==> src/rtl/apb_slave_regfile_if.sv <==
// APB bus bundle between the bridge (master) and one register-file completer (slave).
interface apb_slave_regfile_if #(
  parameter int data_size    = 8,
  parameter int address_size = 5
) ();
  logic                    psel;
  logic                    penable;
  logic                    pwrite;
  logic [address_size-1:0] paddr;
  logic [data_size-1:0]    pwdata;
  logic [data_size-1:0]    prdata;
  logic                    pready;
  logic                    pslverr;

  modport master (
    output psel, penable, pwrite, paddr, pwdata,
    input  prdata, pready, pslverr
  );

  modport slave (
    input  psel, penable, pwrite, paddr, pwdata,
    output prdata, pready, pslverr
  );
endinterface

==> src/rtl/apb_slave_regfile.sv <==
// APB completer backed by num_regs words: fixed wait states, registered pready,
// pslverr on addresses at or above num_regs.
module apb_slave_regfile #(
  parameter int data_size    = 8,
  parameter int address_size = 5,
  parameter int num_regs     = 24,
  parameter int wait_states  = 1
) (
  input  logic               clock,
  input  logic               reset,
  apb_slave_regfile_if.slave apb
);

  localparam logic [1:0] ST_IDLE = 2'd0;
  localparam logic [1:0] ST_WAIT = 2'd1;
  localparam logic [1:0] ST_DONE = 2'd2;

  localparam int                AW1         = address_size + 1;
  localparam logic [3:0]        LP_WAIT     = 4'(wait_states);
  localparam logic [AW1-1:0]    LP_NUM_REGS = AW1'(num_regs);

  logic [1:0]              r_state;
  logic [3:0]              r_count;
  logic [address_size-1:0] r_addr;
  logic                    r_write;
  logic [data_size-1:0]    r_wdata;
  logic                    r_pready;
  logic                    r_pslverr;
  logic [data_size-1:0]    r_prdata;
  logic [data_size-1:0]    r_regs [num_regs];

  logic [1:0]              w_state_nxt;
  logic [3:0]              w_count_nxt;
  logic [address_size-1:0] w_addr_nxt;
  logic                    w_write_nxt;
  logic [data_size-1:0]    w_wdata_nxt;
  logic                    w_setup;
  logic                    w_access;
  logic                    w_nxt_in_range;
  logic                    w_cur_in_range;
  logic                    w_nxt_done;
  logic                    w_commit;

  assign w_setup  = apb.psel & ~apb.penable;
  assign w_access = apb.psel & apb.penable;

  // A setup phase is taken from any state: fresh start, restart in WAIT, or back-to-back after DONE.
  always_comb begin
    // NOTE: every variable gets a default first, so no path can leave one unassigned and infer a latch.
    w_state_nxt = ST_IDLE;
    w_count_nxt = r_count;
    w_addr_nxt  = r_addr;
    w_write_nxt = r_write;
    w_wdata_nxt = r_wdata;
    if (w_setup) begin
      w_addr_nxt  = apb.paddr;
      w_write_nxt = apb.pwrite;
      w_wdata_nxt = apb.pwdata;
      w_count_nxt = LP_WAIT;
      w_state_nxt = (LP_WAIT == 4'd0) ? ST_DONE : ST_WAIT;
    end else if (r_state == ST_WAIT && w_access) begin
      w_count_nxt = r_count - 4'd1;
      w_state_nxt = (r_count == 4'd1) ? ST_DONE : ST_WAIT;
    end
  end

  assign w_nxt_in_range = {1'b0, w_addr_nxt} < LP_NUM_REGS;
  assign w_cur_in_range = {1'b0, r_addr} < LP_NUM_REGS;
  assign w_nxt_done     = (w_state_nxt == ST_DONE);
  assign w_commit       = (r_state == ST_DONE) & w_access & r_write & w_cur_in_range;

  // Response outputs are computed one edge early so they appear registered with DONE.
  always_ff @(posedge clock) begin
    // NOTE: state uses non-blocking assignments so every register samples pre-edge values.
    if (reset) begin
      r_state   <= ST_IDLE;
      r_count   <= '0;
      r_addr    <= '0;
      r_write   <= 1'b0;
      r_wdata   <= '0;
      r_pready  <= 1'b0;
      r_pslverr <= 1'b0;
      r_prdata  <= '0;
    end else begin
      r_state   <= w_state_nxt;
      r_count   <= w_count_nxt;
      r_addr    <= w_addr_nxt;
      r_write   <= w_write_nxt;
      r_wdata   <= w_wdata_nxt;
      r_pready  <= w_nxt_done;
      r_pslverr <= w_nxt_done & ~w_nxt_in_range;
      r_prdata  <= (w_nxt_done && !w_write_nxt && w_nxt_in_range) ? r_regs[w_addr_nxt] : '0;
    end
  end

  // NOTE: the storage array is reset explicitly because reads after reset must return 0.
  always_ff @(posedge clock) begin
    if (reset) begin
      for (int i = 0; i < num_regs; i++) r_regs[i] <= '0;
    end else if (w_commit) begin
      r_regs[r_addr] <= r_wdata;
    end
  end

  assign apb.prdata  = r_prdata;
  assign apb.pready  = r_pready;
  assign apb.pslverr = r_pslverr;

endmodule

==> src/flat_wrapper.sv <==
// flat-port wrapper written by rule: the top's interface ports become plain ports
module apb_slave_regfile_flat 
#(
  parameter int data_size    = 8,
  parameter int address_size = 5,
  parameter int num_regs     = 24,
  parameter int wait_states  = 1
)
  (clock, reset, apb_psel, apb_penable, apb_pwrite, apb_paddr, apb_pwdata, apb_prdata, apb_pready, apb_pslverr);
  apb_slave_regfile_if #(.data_size(data_size), .address_size(address_size)) apb_i ();
  input  logic clock;
  input  logic reset;
  input wire logic [$bits(apb_i.psel)-1:0] apb_psel;
  input wire logic [$bits(apb_i.penable)-1:0] apb_penable;
  input wire logic [$bits(apb_i.pwrite)-1:0] apb_pwrite;
  input wire logic [$bits(apb_i.paddr)-1:0] apb_paddr;
  input wire logic [$bits(apb_i.pwdata)-1:0] apb_pwdata;
  output wire logic [$bits(apb_i.prdata)-1:0] apb_prdata;
  output wire logic [$bits(apb_i.pready)-1:0] apb_pready;
  output wire logic [$bits(apb_i.pslverr)-1:0] apb_pslverr;
  assign apb_i.psel = apb_psel;
  assign apb_i.penable = apb_penable;
  assign apb_i.pwrite = apb_pwrite;
  assign apb_i.paddr = apb_paddr;
  assign apb_i.pwdata = apb_pwdata;
  assign apb_prdata = apb_i.prdata;
  assign apb_pready = apb_i.pready;
  assign apb_pslverr = apb_i.pslverr;
  apb_slave_regfile #(.data_size(data_size), .address_size(address_size), .num_regs(num_regs), .wait_states(wait_states)) u_core (.clock(clock), .reset(reset), .apb(apb_i));
endmodule
==> config.mk <==
export PLATFORM = sky130hd
export DESIGN_NAME = apb_slave_regfile_flat
export DESIGN_NICKNAME = d
export VERILOG_FILES = /design/src/rtl/apb_slave_regfile_if.sv /design/src/rtl/apb_slave_regfile.sv /design/src/flat_wrapper.sv
export SDC_FILE = /design/constraint.sdc
export NUM_CORES = 1
export LEC_CHECK = 0
export ABC_AREA = 1
export CAP_MARGIN = 20
export CORE_UTILIZATION = 35
export DETAILED_ROUTE_END_ITERATION = 6
export GPL_TIMING_DRIVEN = 0
export PLACE_DENSITY = 0.51
export SYNTH_ARGS = -nofsm -noshare
export SYNTH_HDL_FRONTEND = slang
export SYNTH_SLANG_ARGS = --single-unit
==> constraint.sdc <==
create_clock -name clock -period 3.4 [get_ports clock]
set_clock_uncertainty 0.2 [all_clocks]
set_input_delay 0.51 -clock clock [delete_from_list [all_inputs] [get_ports clock]]
set_output_delay 0.51 -clock clock [all_outputs]
set_load 0.02 [all_outputs]
==> results.cfg, run 1 <==
[run_status]
outcome = complete, no violations

[critical_path]
critical_path.slowest_cell = sky130_fd_sc_hd__clkdlybuf4s50_1
worst_path_maximum_fanout = 10
timing.critical_path.to_type = register
worstPathArrival_ps = 3300
cp-start-kind = primary input
critPathKind = in2reg
crit_top_cell = sky130_fd_sc_hd__nand3_1
critical_path.cell_chain = clkdlybuf4s50_1 > inv_2 > nand2_4 > inv_2 > nand2_1 > nand2_1 > buf_2 > nand3_1 > nand3_1 > nand3_1 > nand3_1 > nand2_1 > nor2_1
critical_path.max_stage_delay_ps = 510
wp_data_required_ps = 3660
ff2ff_setup_slack_ps = 600

[detailed_routing]
detail_route.iter0.violations = 961
vias_per_cell = 4.76
drcViolationCount = 0
drt.antenna.violating_nets = 0
totalWireLength_mm = 41.1
routed_length_per_placed_instance_um = 19.4
drt_pre_antenna_iters = 6
vias = 10100

[clocking]
cts.sinks = 286
postCtsSetupBuffers = 0
cts-buffers-inserted = 31
cts.repair.resized = 0
ctsHtreeMaxLevel = 1
path_clk_slew_ps = 60
cts_tree = yes
cts_buffer_depth = 3
clk_root_buffer_cell = sky130_fd_sc_hd__clkbuf_16
hold_buffers = 0
source_to_sink_clock_delay_at_the_later_pin_of_the_worst_skew_pair_ps = 560

[power_and_ir_drop]
ir_drop_mv = 0.354
power_density_nw_per_um2 = 517
netSwitchingFraction = 0.261
power_switching_w = 0.00211
power.internal_w = 0.00600
p_comb_frac = 0.113
clkPwrFrac = 0.393
leakage_nw = 6.74
overall_power_consumption_w = 0.00811
power.sequential.fraction = 0.495

[die]
pin_count = 28
floorplan.die_area_um2 = 39700
core.rowCount = 71
die_height_um = 199
die_w_um = 199
start_util = 0.358
placeableCoreArea_um2 = 38000

[timing]
fin_tns_setup_ps = 0
period_minus_slack_ps = 3030
rsz0062_at_grt = no
slew_violations = 0
slew-limit-headroom = 0.384
timing.final.crit_share = 0.892
hold_viol = 0
timing_worst_slew_pin_value_ps = 918
report.final.setup_viol = 0
fmaxAchievable_mhz = 330

[place]
post_dp_cell_area_um2 = 14800
final_weighted_congestion_in_routability_driven_placement = 0.900
port_buffers = 25
placed_cells_incl_taps = 2068
hpwlAfterDp_mm = 29.1

[layout]
layout-drive-gt1-share = 0.0967
layout.filler_cells = 3913
antenna-diode-count = 0
finish.instance_area_um2 = 15700
area.growth.synth_to_final_pct = 15.2
finish.net_count = 1610
instances_no_fill = 2125

[grt]
grt_pass1_vias = 9662
pin_count_of_the_biggest_net_entering_global_routing = 15
gr-usage-all-layers = 0.215
antenna_found_initial = 0
grt_first_pass_wirelength_mm = 61.4
gr-total-overflow = 0

[synth]
sequential_area_share_after_synthesis = 0.608
synth_cell_type_count = 32
netlist_area_um2 = 13600
synthCells = 1469
ys_ff_latch = 286
syn_avg_cell_area_um2 = 9.27
ys.warnings.count = 0

[job]
maxCapViolCount = 0

[worst_hold_path]
hp_class = in2reg
## final timing paths
check                                                     from                                end  depth (start not counted)
worst min register to register  u_core.r_count[1]$_SDFFE_PP0N_     u_core.r_count[1]$_SDFFE_PP0N_                          2
worst max register to register     u_core.r_addr[4]$_SDFF_PP0_  u_core.r_regs[8][5]$_SDFFCE_PN0P_                          5
worst max-delay path                               apb_penable    u_core.apb.prdata[5]$_SDFF_PP0_                         13
worst min-delay path                                     reset        u_core.r_addr[1]$_SDFF_PP0_                          2
## power groups by stage
stage	combinational (W)	sequential, W	clock (W)
finish	0.000914	0.00401	0.00318
global route	0.000995	0.00403	0.00337
CTS	0.000906	0.00401	0.00323
detailed placement	0.000903	0.00409	0
global placement	0.000899	0.00408	0
floorplan	0.000551	0.00407	0
## cell families (layout without fill, tap and decap cells)
group,Yosys count,in the layout,share of synthesized area
AOI/OAI and AO/OA,38,38,0.0191
buffers and inverters,344,426,0.0996
DFF,286,286,0.608
and+or+nand+nor,797,797,0.270
adders and majority gates,2,2,0.00184
muxes,1,1,0.000735
other,1,64,0.000275
## routing by layer
layer,global-route usage,up-vias,wire [um]
met3,0.0265,78,2590
li1,-,4881,-
met5,0,-,0
met2,0.346,325,18800
met4,0.0732,0,1380
met1,0.299,4824,18400
## registers in the layout, indices dropped and copies added (netlist names)
register,flops
u_core.r_wdata,8
u_core.apb.pready,1
u_core.r_write,1
u_core.apb.prdata,8
u_core.apb.pslverr,1
u_core.r_count,4
u_core.r_regs,256
u_core.r_state,2
u_core.r_addr,5
## cell usage after synthesis
master | n | area, um^2
sky130_fd_sc_hd__nand2_1 | 266 | 998
sky130_fd_sc_hd__inv_1 | 264 | 991
sky130_fd_sc_hd__edfxtp_1 | 256 | 7690
sky130_fd_sc_hd__nand3_1 | 250 | 1250
sky130_fd_sc_hd__nor2_1 | 210 | 788
sky130_fd_sc_hd__buf_2 | 34 | 170
sky130_fd_sc_hd__clkbuf_1 | 32 | 120
sky130_fd_sc_hd__dfxtp_1 | 30 | 601
sky130_fd_sc_hd__nand2_4 | 26 | 293
sky130_fd_sc_hd__nor2_2 | 25 | 156
sky130_fd_sc_hd__o211ai_1 | 16 | 120
sky130_fd_sc_hd__o21ai_0 | 11 | 55.1
sky130_fd_sc_hd__inv_2 | 6 | 22.5
sky130_fd_sc_hd__nor3_2 | 5 | 50.1
sky130_fd_sc_hd__nor3_4 | 5 | 81.3
sky130_fd_sc_hd__buf_4 | 4 | 30.0
sky130_fd_sc_hd__nand2_2 | 4 | 25.0
sky130_fd_sc_hd__o21ai_1 | 4 | 20.0
sky130_fd_sc_hd__a21oi_1 | 3 | 15.0
sky130_fd_sc_hd__nor3_1 | 3 | 15.0
sky130_fd_sc_hd__buf_1 | 2 | 7.51
sky130_fd_sc_hd__ha_1 | 2 | 25.0
sky130_fd_sc_hd__nand4_1 | 2 | 12.5
sky130_fd_sc_hd__a211oi_1 | 1 | 7.51
sky130_fd_sc_hd__buf_6 | 1 | 11.3
sky130_fd_sc_hd__clkinv_1 | 1 | 3.75
sky130_fd_sc_hd__conb_1 | 1 | 3.75
sky130_fd_sc_hd__mux2i_1 | 1 | 10.0
sky130_fd_sc_hd__nor3b_1 | 1 | 7.51
sky130_fd_sc_hd__o2111ai_4 | 1 | 26.3
sky130_fd_sc_hd__o21a_1 | 1 | 7.51
sky130_fd_sc_hd__o21ai_2 | 1 | 8.76
## final cells by class
class | count | area [um^2] | area share
well taps | 511 | 639 | 0.0407
clock buffers | 43 | 851 | 0.0542
inverters | 271 | 1020 | 0.0648
plain buffers | 73 | 339 | 0.0216
clock inverters | 14 | 88.8 | 0.00566
flip-flops and latches | 286 | 8290 | 0.528
multi-input cells | 902 | 4220 | 0.269
repair buffers | 25 | 250 | 0.0159
## cell usage in the layout (no fill, tap or decap), types with 6 or more instances in the layout
master                            instances
sky130_fd_sc_hd__nand2_1                266
sky130_fd_sc_hd__inv_1                  264
sky130_fd_sc_hd__edfxtp_1               256
sky130_fd_sc_hd__nand3_1                250
sky130_fd_sc_hd__nor2_1                 210
sky130_fd_sc_hd__conb_1                  64
sky130_fd_sc_hd__clkbuf_1                41
sky130_fd_sc_hd__buf_2                   34
sky130_fd_sc_hd__clkbuf_16               31
sky130_fd_sc_hd__dfxtp_1                 30
sky130_fd_sc_hd__nand2_4                 26
sky130_fd_sc_hd__nor2_2                  25
sky130_fd_sc_hd__clkdlybuf4s50_1         25
sky130_fd_sc_hd__o211ai_1                16
sky130_fd_sc_hd__o21ai_0                 11
sky130_fd_sc_hd__clkinv_2                 8
sky130_fd_sc_hd__inv_2                    6
sky130_fd_sc_hd__nor3_2                   6
sky130_fd_sc_hd__clkinv_1                 6
## critical path: cells and delay by family
kind | cells | cell delay, ps
AND/OR/NAND/NOR | 9 | 1470
buffers and inverters | 4 | 1290
## metrics by stage
step	worst slack, ps	hold slack, ps	util
finish	369	112	0.413
global route	231	145	0.413
CTS	373	103	0.413
detailed placement	-213	287	0.388
global placement	-164	279	0.388
floorplan	926	271	-
Power figures use the tool's default switching activity.
==> inputs of run 2 (changes only) <==
--- a/config.mk
+++ b/config.mk
@@ -8,6 +8,7 @@
 export ABC_AREA = 1
 export CAP_MARGIN = 20
 export CORE_UTILIZATION = 35
+export CTS_BUF_LIST = sky130_fd_sc_hd__clkbuf_16
 export DETAILED_ROUTE_END_ITERATION = 6
 export GPL_TIMING_DRIVEN = 0
 export PLACE_DENSITY = 0.51
==> run 2 against run 1 <==
- final cell count unchanged
- worst hold slack lost 7.0 ps
- global-route usage stayed put
- setup slack got worse by 46 ps
- via count is 0.47% higher
- first-iteration DRC count fell by 4.1%
- critical path type unchanged
- critical endpoint unchanged
- largest cell class unchanged
- highest routed layer unchanged
==> results.cfg, run 2 (synthesized netlist as in run 1, its figures left out) <==
[place]
port_buffers = 25
preCtsSetupSlack_ps = -213
final_weighted_congestion_in_routability_driven_placement = 0.900
hpwlAfterDp_mm = 29.1

[critical_path]
wp_data_required_ps = 3660
worst_path_maximum_fanout = 10
regToRegStartpoint = u_core.r_addr[4]$_SDFF_PP0_
crit_top_cell = sky130_fd_sc_hd__nand3_1
timing.rr.end = u_core.r_regs[8][5]$_SDFFCE_PN0P_
worstPathArrival_ps = 3340
cpLargestDelayFamily = simple AND/OR/NAND/NOR gates
critical_path.max_stage_delay_ps = 510
ff2ff_setup_slack_ps = 590
crit_path_start = apb_penable
worst-r2r-cell-count = 5
critical_path.slowest_cell = sky130_fd_sc_hd__clkdlybuf4s50_1
critPathKind = in2reg
worstPathBufferInverterCount = 4
cp-start-kind = primary input
critical_path.cell_chain = clkdlybuf4s50_1 > inv_2 > nand2_4 > inv_2 > nand2_1 > nand2_1 > buf_2 > nand3_1 > nand3_1 > nand3_1 > nand3_1 > nand2_1 > nor2_1
timing.critical_path.to_type = register

[die]
placeableCoreArea_um2 = 38000
start_util = 0.358
die_w_um = 199
core.rowCount = 71
die_height_um = 199
floorplan.die_area_um2 = 39700
pin_count = 28

[power_and_ir_drop]
power_switching_w = 0.00212
clkPwrFrac = 0.386
power.sequential.fraction = 0.501
leakage_nw = 6.76
ir_drop_mv = 0.344
netSwitchingFraction = 0.264
power_density_nw_per_um2 = 512
power.internal_w = 0.00590
overall_power_consumption_w = 0.00802
p_comb_frac = 0.114

[detailed_routing]
drt.antenna.violating_nets = 0
routed_length_per_placed_instance_um = 19.3
totalWireLength_mm = 41.1
detail_route.iter0.violations = 922
vias_per_cell = 4.78
drcViolationCount = 0
drt_pre_antenna_iters = 5
vias = 10200

[layout]
antenna-diode-count = 0
leading_cell_type_in_the_layout_fill_and_taps_excluded = sky130_fd_sc_hd__inv_1
multi_input_area_um2 = 4220
largest-register = u_core.r_regs
area.growth.synth_to_final_pct = 15.0
sequential_cell_area_um2 = 8290
largest_register_ff_count = 256
finish.net_count = 1610
highest_count_cells_in_the_layout_ignoring_fill_and_taps = sky130_fd_sc_hd__inv_1, sky130_fd_sc_hd__nand2_1, sky130_fd_sc_hd__edfxtp_1
layout-drive-gt1-share = 0.0948
layout.filler_cells = 3920

[clocking]
ctsHtreeMaxLevel = 1
cts.sinks = 286
cts.repair.resized = 0
cts_buffer_depth = 3
postCtsSetupBuffers = 0
cts-buffers-inserted = 31
cts_tree = yes
hold_buffers = 0
source_to_sink_clock_delay_at_the_later_pin_of_the_worst_skew_pair_ps = 570
clk_root_buffer_cell = sky130_fd_sc_hd__clkbuf_16
path_clk_slew_ps = 60

[timing]
timing_worst_slew_pin_value_ps = 923
period_minus_slack_ps = 3080
report.final.setup_viol = 0
layout_setup_ws_ps = 323
rsz0062_at_grt = no
fin_tns_setup_ps = 0
hold_viol = 0
hold-worst-slack_ps = 105
slew_violations = 0
timing.final.crit_share = 0.905
fmaxAchievable_mhz = 325
slew-limit-headroom = 0.381

[worst_hold_path]
hold_end = u_core.r_addr[1]$_SDFF_PP0_
hold_path_depth = 2
min-delay-start = reset
hp_class = in2reg

[grt]
grt_first_pass_wirelength_mm = 61.4
antenna_found_initial = 0
gr-total-overflow = 0
gr-usage-all-layers = 0.215
grt_pass1_vias = 9667
pin_count_of_the_biggest_net_entering_global_routing = 15

[run_status]
outcome = complete, no violations

[job]
maxCapViolCount = 0
run 2: cell types whose count changed in the layout (fill, tap and decap cells not counted), sizes merged:
cell / previous run / this run
clkbuf: 75 / 63
inv: 270 / 279
clkinv: 14 / 17
run 2: area by class of cell:
| cell class | instances | area share |
|---|---|---|
| buffer | 73 | 0.0216 |
| clock buffer | 31 | 0.0495 |
| clock inverter | 26 | 0.00855 |
| inverter | 271 | 0.0649 |
| multi-input combinational | 902 | 0.269 |
| sequential | 286 | 0.529 |
| tap | 511 | 0.0408 |
| timing repair buffer | 25 | 0.0160 |
run 2: power by group through the flow:
stage / combinational (W) / clock, W / sequential [W]
6_report: 0.000912 / 0.00309 / 0.00401
5_1_grt: 0.000995 / 0.00327 / 0.00403
4_1_cts: 0.000906 / 0.00314 / 0.00401
3_5_place_dp: 0.000903 / 0 / 0.00409
3_3_place_gp: 0.000899 / 0 / 0.00408
2_1_floorplan: 0.000551 / 0 / 0.00407
run 2: how the worst max path moves through the flow:
stage,end,slack (ps),cells past startpoint
after CTS,u_core.apb.prdata[5]$_SDFF_PP0_,370,13
after detailed placement,u_core.apb.prdata[5]$_SDFF_PP0_,-210,13
after floorplan,u_core.r_regs[13][0]$_SDFFCE_PN0P_,930,7
after global placement,u_core.apb.prdata[1]$_SDFF_PP0_,-160,13
after global routing,u_core.apb.prdata[7]$_SDFF_PP0_,230,13
final,u_core.apb.prdata[5]$_SDFF_PP0_,320,13
run 2: stage by stage:
stage	cell area [um^2]	std cells	utilization
finish	15700	2125	0.412
global route	15700	2125	0.412
CTS	15700	2125	0.412
detailed placement	14800	2068	0.388
global placement	14700	2068	0.388
floorplan	13900	1532	-
run 2: worst register-to-register path: stages (launching register included):
cell	delay (ps)
sky130_fd_sc_hd__dfxtp_1	380
sky130_fd_sc_hd__inv_1	210
sky130_fd_sc_hd__o2111ai_4	220
sky130_fd_sc_hd__nor3_4	730
sky130_fd_sc_hd__nand2_4	290
sky130_fd_sc_hd__nand2_1	430
run 2: metal layers:
layer / part of all wire / vias to the layer above / track usage
met2: 0.46 / 370 / 0.346
met3: 0.072 / 75 / 0.0265
met1: 0.44 / 4826 / 0.299
met4: 0.034 / 0 / 0.0732
li1: - / 4885 / -
met5: 0 / - / 0
==> inputs of run 3 (changes only) <==
--- a/config.mk
+++ b/config.mk
@@ -5,13 +5,13 @@
 export SDC_FILE = /design/constraint.sdc
 export NUM_CORES = 1
 export LEC_CHECK = 0
-export ABC_AREA = 1
 export CAP_MARGIN = 20
 export CORE_UTILIZATION = 35
 export CTS_BUF_LIST = sky130_fd_sc_hd__clkbuf_16
 export DETAILED_ROUTE_END_ITERATION = 6
 export GPL_TIMING_DRIVEN = 0
-export PLACE_DENSITY = 0.51
+export PLACE_DENSITY = 0.53
+export SKIP_LAST_GASP = 1
 export SYNTH_ARGS = -nofsm -noshare
 export SYNTH_HDL_FRONTEND = slang
 export SYNTH_SLANG_ARGS = --single-unit
==> constraint.sdc (replaced) <==
create_clock -name clock -period 2.8 [get_ports clock]
set_clock_uncertainty 0.2 [all_clocks]
set_input_delay 0.42 -clock clock [delete_from_list [all_inputs] [get_ports clock]]
set_output_delay 0.42 -clock clock [all_outputs]
set_load 0.02 [all_outputs]
==> run 3 against run 2 <==
- die area is 17% lower
- combinational power is 28% lower
- largest cell class unchanged
- critical path depth shrank 7
- non-clock buffer count down 16
- synthesized cell count decreased by 39%
- setup slack lost 300 ps
- synthesized area down 17%
- cell area is 15% lower
- register-to-register slack got worse by 560 ps
- total power increased by 5.3%
- clock power grew 17%
==> results.cfg, run 3 <==
[synth]
synthDominantAreaCellType = sky130_fd_sc_hd__edfxtp_1
ys.flop_type = sky130_fd_sc_hd__edfxtp_1
ys.warnings.count = 0
ys_ff_latch = 246
post-synth-top-area-fraction = 0.576
synth_simple_gate_area_share = 0.204
netlist_area_um2 = 11300
synth_compound_gate_area_share = 0.0581
synth_top_family_by_area = simple AND/OR/NAND/NOR gates
synth.area.mux_share = 0.0751
synth_xor_xnor_area_share = 0.00233
async_flop_share = 0
netlist_top_cells_count = sky130_fd_sc_hd__edfxtp_1, sky130_fd_sc_hd__and2_1, sky130_fd_sc_hd__nand2_1
synthCells = 893
synth_cell_type_count = 51
sequential_area_share_after_synthesis = 0.629
synth_fa_ha_area_frac = 0.00222
synth-edff-count = 216
post-synth-top-count-cell = sky130_fd_sc_hd__edfxtp_1
syn_avg_cell_area_um2 = 12.6
synth_top_cells_by_area = sky130_fd_sc_hd__edfxtp_1, sky130_fd_sc_hd__and2_1, sky130_fd_sc_hd__dfxtp_1, sky130_fd_sc_hd__mux4_2, sky130_fd_sc_hd__nand2_1

[run_status]
outcome = complete, no violations

[detailed_routing]
vias = 7251
drt_pre_antenna_iters = 4
drcViolationCount = 0
routed_length_per_placed_instance_um = 22.3
totalWireLength_mm = 31.2
vias_per_cell = 5.19
detail_route.iter0.violations = 621
drt.antenna.violating_nets = 0

[critical_path]
crit_path_start = u_core.r_addr[2]$_SDFF_PP0_
cp-start-kind = register
timing.critical_path.to_type = register
critPathKind = reg2reg
worst-r2r-cell-count = 6
worstPathArrival_ps = 2960
ff2ff_setup_slack_ps = 30
timing.rr.end = u_core.apb.prdata[4]$_SDFF_PP0_
worst_path_maximum_fanout = 10
regToRegStartpoint = u_core.r_addr[2]$_SDFF_PP0_
wp_data_required_ps = 2990

[layout]
layout.filler_cells = 2998
layout-drive-gt1-share = 0.163
largest-register = u_core.r_regs
instances_no_fill = 1397
antenna-diode-count = 0
highest_count_cells_in_the_layout_ignoring_fill_and_taps = sky130_fd_sc_hd__edfxtp_1, sky130_fd_sc_hd__and2_1, sky130_fd_sc_hd__nand2_1
area.growth.synth_to_final_pct = 17.8
leading_cell_type_in_the_layout_fill_and_taps_excluded = sky130_fd_sc_hd__edfxtp_1
finish.net_count = 993
largest_register_ff_count = 216

[timing]
hold_viol = 0
timing_worst_slew_pin_value_ps = 839
timing.final.crit_share = 0.991
slew-limit-headroom = 0.425
layout_setup_ws_ps = 25.7
rsz0062_at_grt = yes
period_minus_slack_ps = 2770
report.final.setup_viol = 0
slew_violations = 0
fmaxAchievable_mhz = 360

[die]
die_w_um = 181
start_util = 0.356
floorplan.die_area_um2 = 32900
die_height_um = 181
pin_count = 28
placeableCoreArea_um2 = 31600
core.rowCount = 65

[clocking]
path_clk_slew_ps = 60
cts_buffer_depth = 3
clk_root_buffer_cell = sky130_fd_sc_hd__clkbuf_16
ctsHtreeMaxLevel = 1
hold_buffers = 0
cts.sinks = 246
cts_tree = yes
cts-buffers-inserted = 28
source_to_sink_clock_delay_at_the_later_pin_of_the_worst_skew_pair_ps = 540

[grt]
grt_pass1_vias = 7261
gr-usage-all-layers = 0.193
gr-total-overflow = 0
pin_count_of_the_biggest_net_entering_global_routing = 16
antenna_found_initial = 0
grt_first_pass_wirelength_mm = 46.2

[power_and_ir_drop]
netSwitchingFraction = 0.232
ir_drop_mv = 0.407
clkPwrFrac = 0.429
power_switching_w = 0.00196
power.sequential.fraction = 0.493
p_comb_frac = 0.078
power.internal_w = 0.00648
overall_power_consumption_w = 0.00844
power_density_nw_per_um2 = 637
leakage_nw = 4.82

[place]
hpwlAfterDp_mm = 22.0
port_buffers = 26
final_weighted_congestion_in_routability_driven_placement = 0.845
preCtsSetupSlack_ps = -1180
placed_cells_incl_taps = 1344

[worst_hold_path]
hold_path_depth = 2
hold_end = u_core.r_addr[4]$_SDFF_PP0_
hp_class = in2reg
min-delay-start = reset

[job]
maxCapViolCount = 0
==> run 3: cell types whose count changed after synthesis, sizes merged, moves of 19 or more <==
cell,change
nand3,-234
buf,-19
nand2,-186
mux2i,+25
inv,-257
nor2,-198
mux4,+25
edfxtp,-40
or2,+30
and2,+192
==> run 3: power by group through the flow <==
stage | Sequential [W] | Combinational [W] | Clock [W]
6_report | 0.00417 | 0.000656 | 0.00362
5_1_grt | 0.00418 | 0.000703 | 0.00381
4_1_cts | 0.00417 | 0.000643 | 0.00368
3_5_place_dp | 0.00424 | 0.000621 | 0
3_3_place_gp | 0.00424 | 0.000617 | 0
2_1_floorplan | 0.00421 | 0.000386 | 0
==> run 3: what timing repair did <==
| item | in CTS | in global routing |
|---|---|---|
| setup buffers | 2 | 1 |
| cloned | 0 | 0 |
| setup endpoints to repair | 283 | 190 |
| gates resized for setup | 33 | 33 |
| pin swaps | 1 | 0 |
==> run 3: through the flow <==
step	hold slack [ps]	util	TNS (ps)	cell area, um^2
after floorplan	279	-	0	11400
after global placement	314	0.383	-153210	12100
after detailed placement	314	0.383	-140070	12100
after CTS	177	0.416	-3400	13200
after global routing	234	0.419	-3650	13300
final	166	0.419	0	13300
==> run 3: cell families after synthesis <==
family	count (synthesis)
simple gates	426
flops	246
compound gates	95
buf+inv	68
mux	52
xor+xnor	3
fa+ha+maj	2
other cells	1
==> run 3: worst max-delay path, stage by stage, from the launching register on <==
cell and delay, ps:
sky130_fd_sc_hd__dfxtp_1 640, sky130_fd_sc_hd__inv_1 300, sky130_fd_sc_hd__o31ai_4 490, sky130_fd_sc_hd__clkbuf_2 370, sky130_fd_sc_hd__a31oi_1 150, sky130_fd_sc_hd__a31oi_2 270, sky130_fd_sc_hd__o22ai_1 180
==> run 3: final cells by class <==
type | count | area (um^2) | area share
plain buffers | 53 | 289 | 0.0218
clock buffers | 29 | 726 | 0.0547
clock inverters | 23 | 185 | 0.0140
inverters | 13 | 48.8 | 0.00368
multi-input cells | 602 | 4120 | 0.311
flip-flops and latches | 246 | 7090 | 0.534
well taps | 402 | 503 | 0.0379
repair buffers | 29 | 305 | 0.0230
==> run 3: worst max-delay path by stage <==
stage	slack (ps)	to
6_report	30	u_core.apb.prdata[4]$_SDFF_PP0_
5_1_grt	-70	u_core.r_regs[9][0]$_SDFFCE_PN0P_
4_1_cts	-110	u_core.r_regs[4][2]$_SDFFCE_PN0P_
3_5_place_dp	-1180	u_core.apb.prdata[6]$_SDFF_PP0_
3_3_place_gp	-1170	u_core.apb.prdata[6]$_SDFF_PP0_
2_1_floorplan	340	u_core.r_regs[4][0]$_SDFFCE_PN0P_
==> run 3: layer usage <==
metal / wire length (um) / vias to the layer above / share of wire / global-route usage
met5: 0 / - / 0 / 0
met3: 1460 / 42 / 0.047 / 0.0307
li1: - / 3361 / - / -
met4: 628 / 0 / 0.020 / 0.0508
met1: 14600 / 3676 / 0.47 / 0.269
met2: 14500 / 172 / 0.47 / 0.313
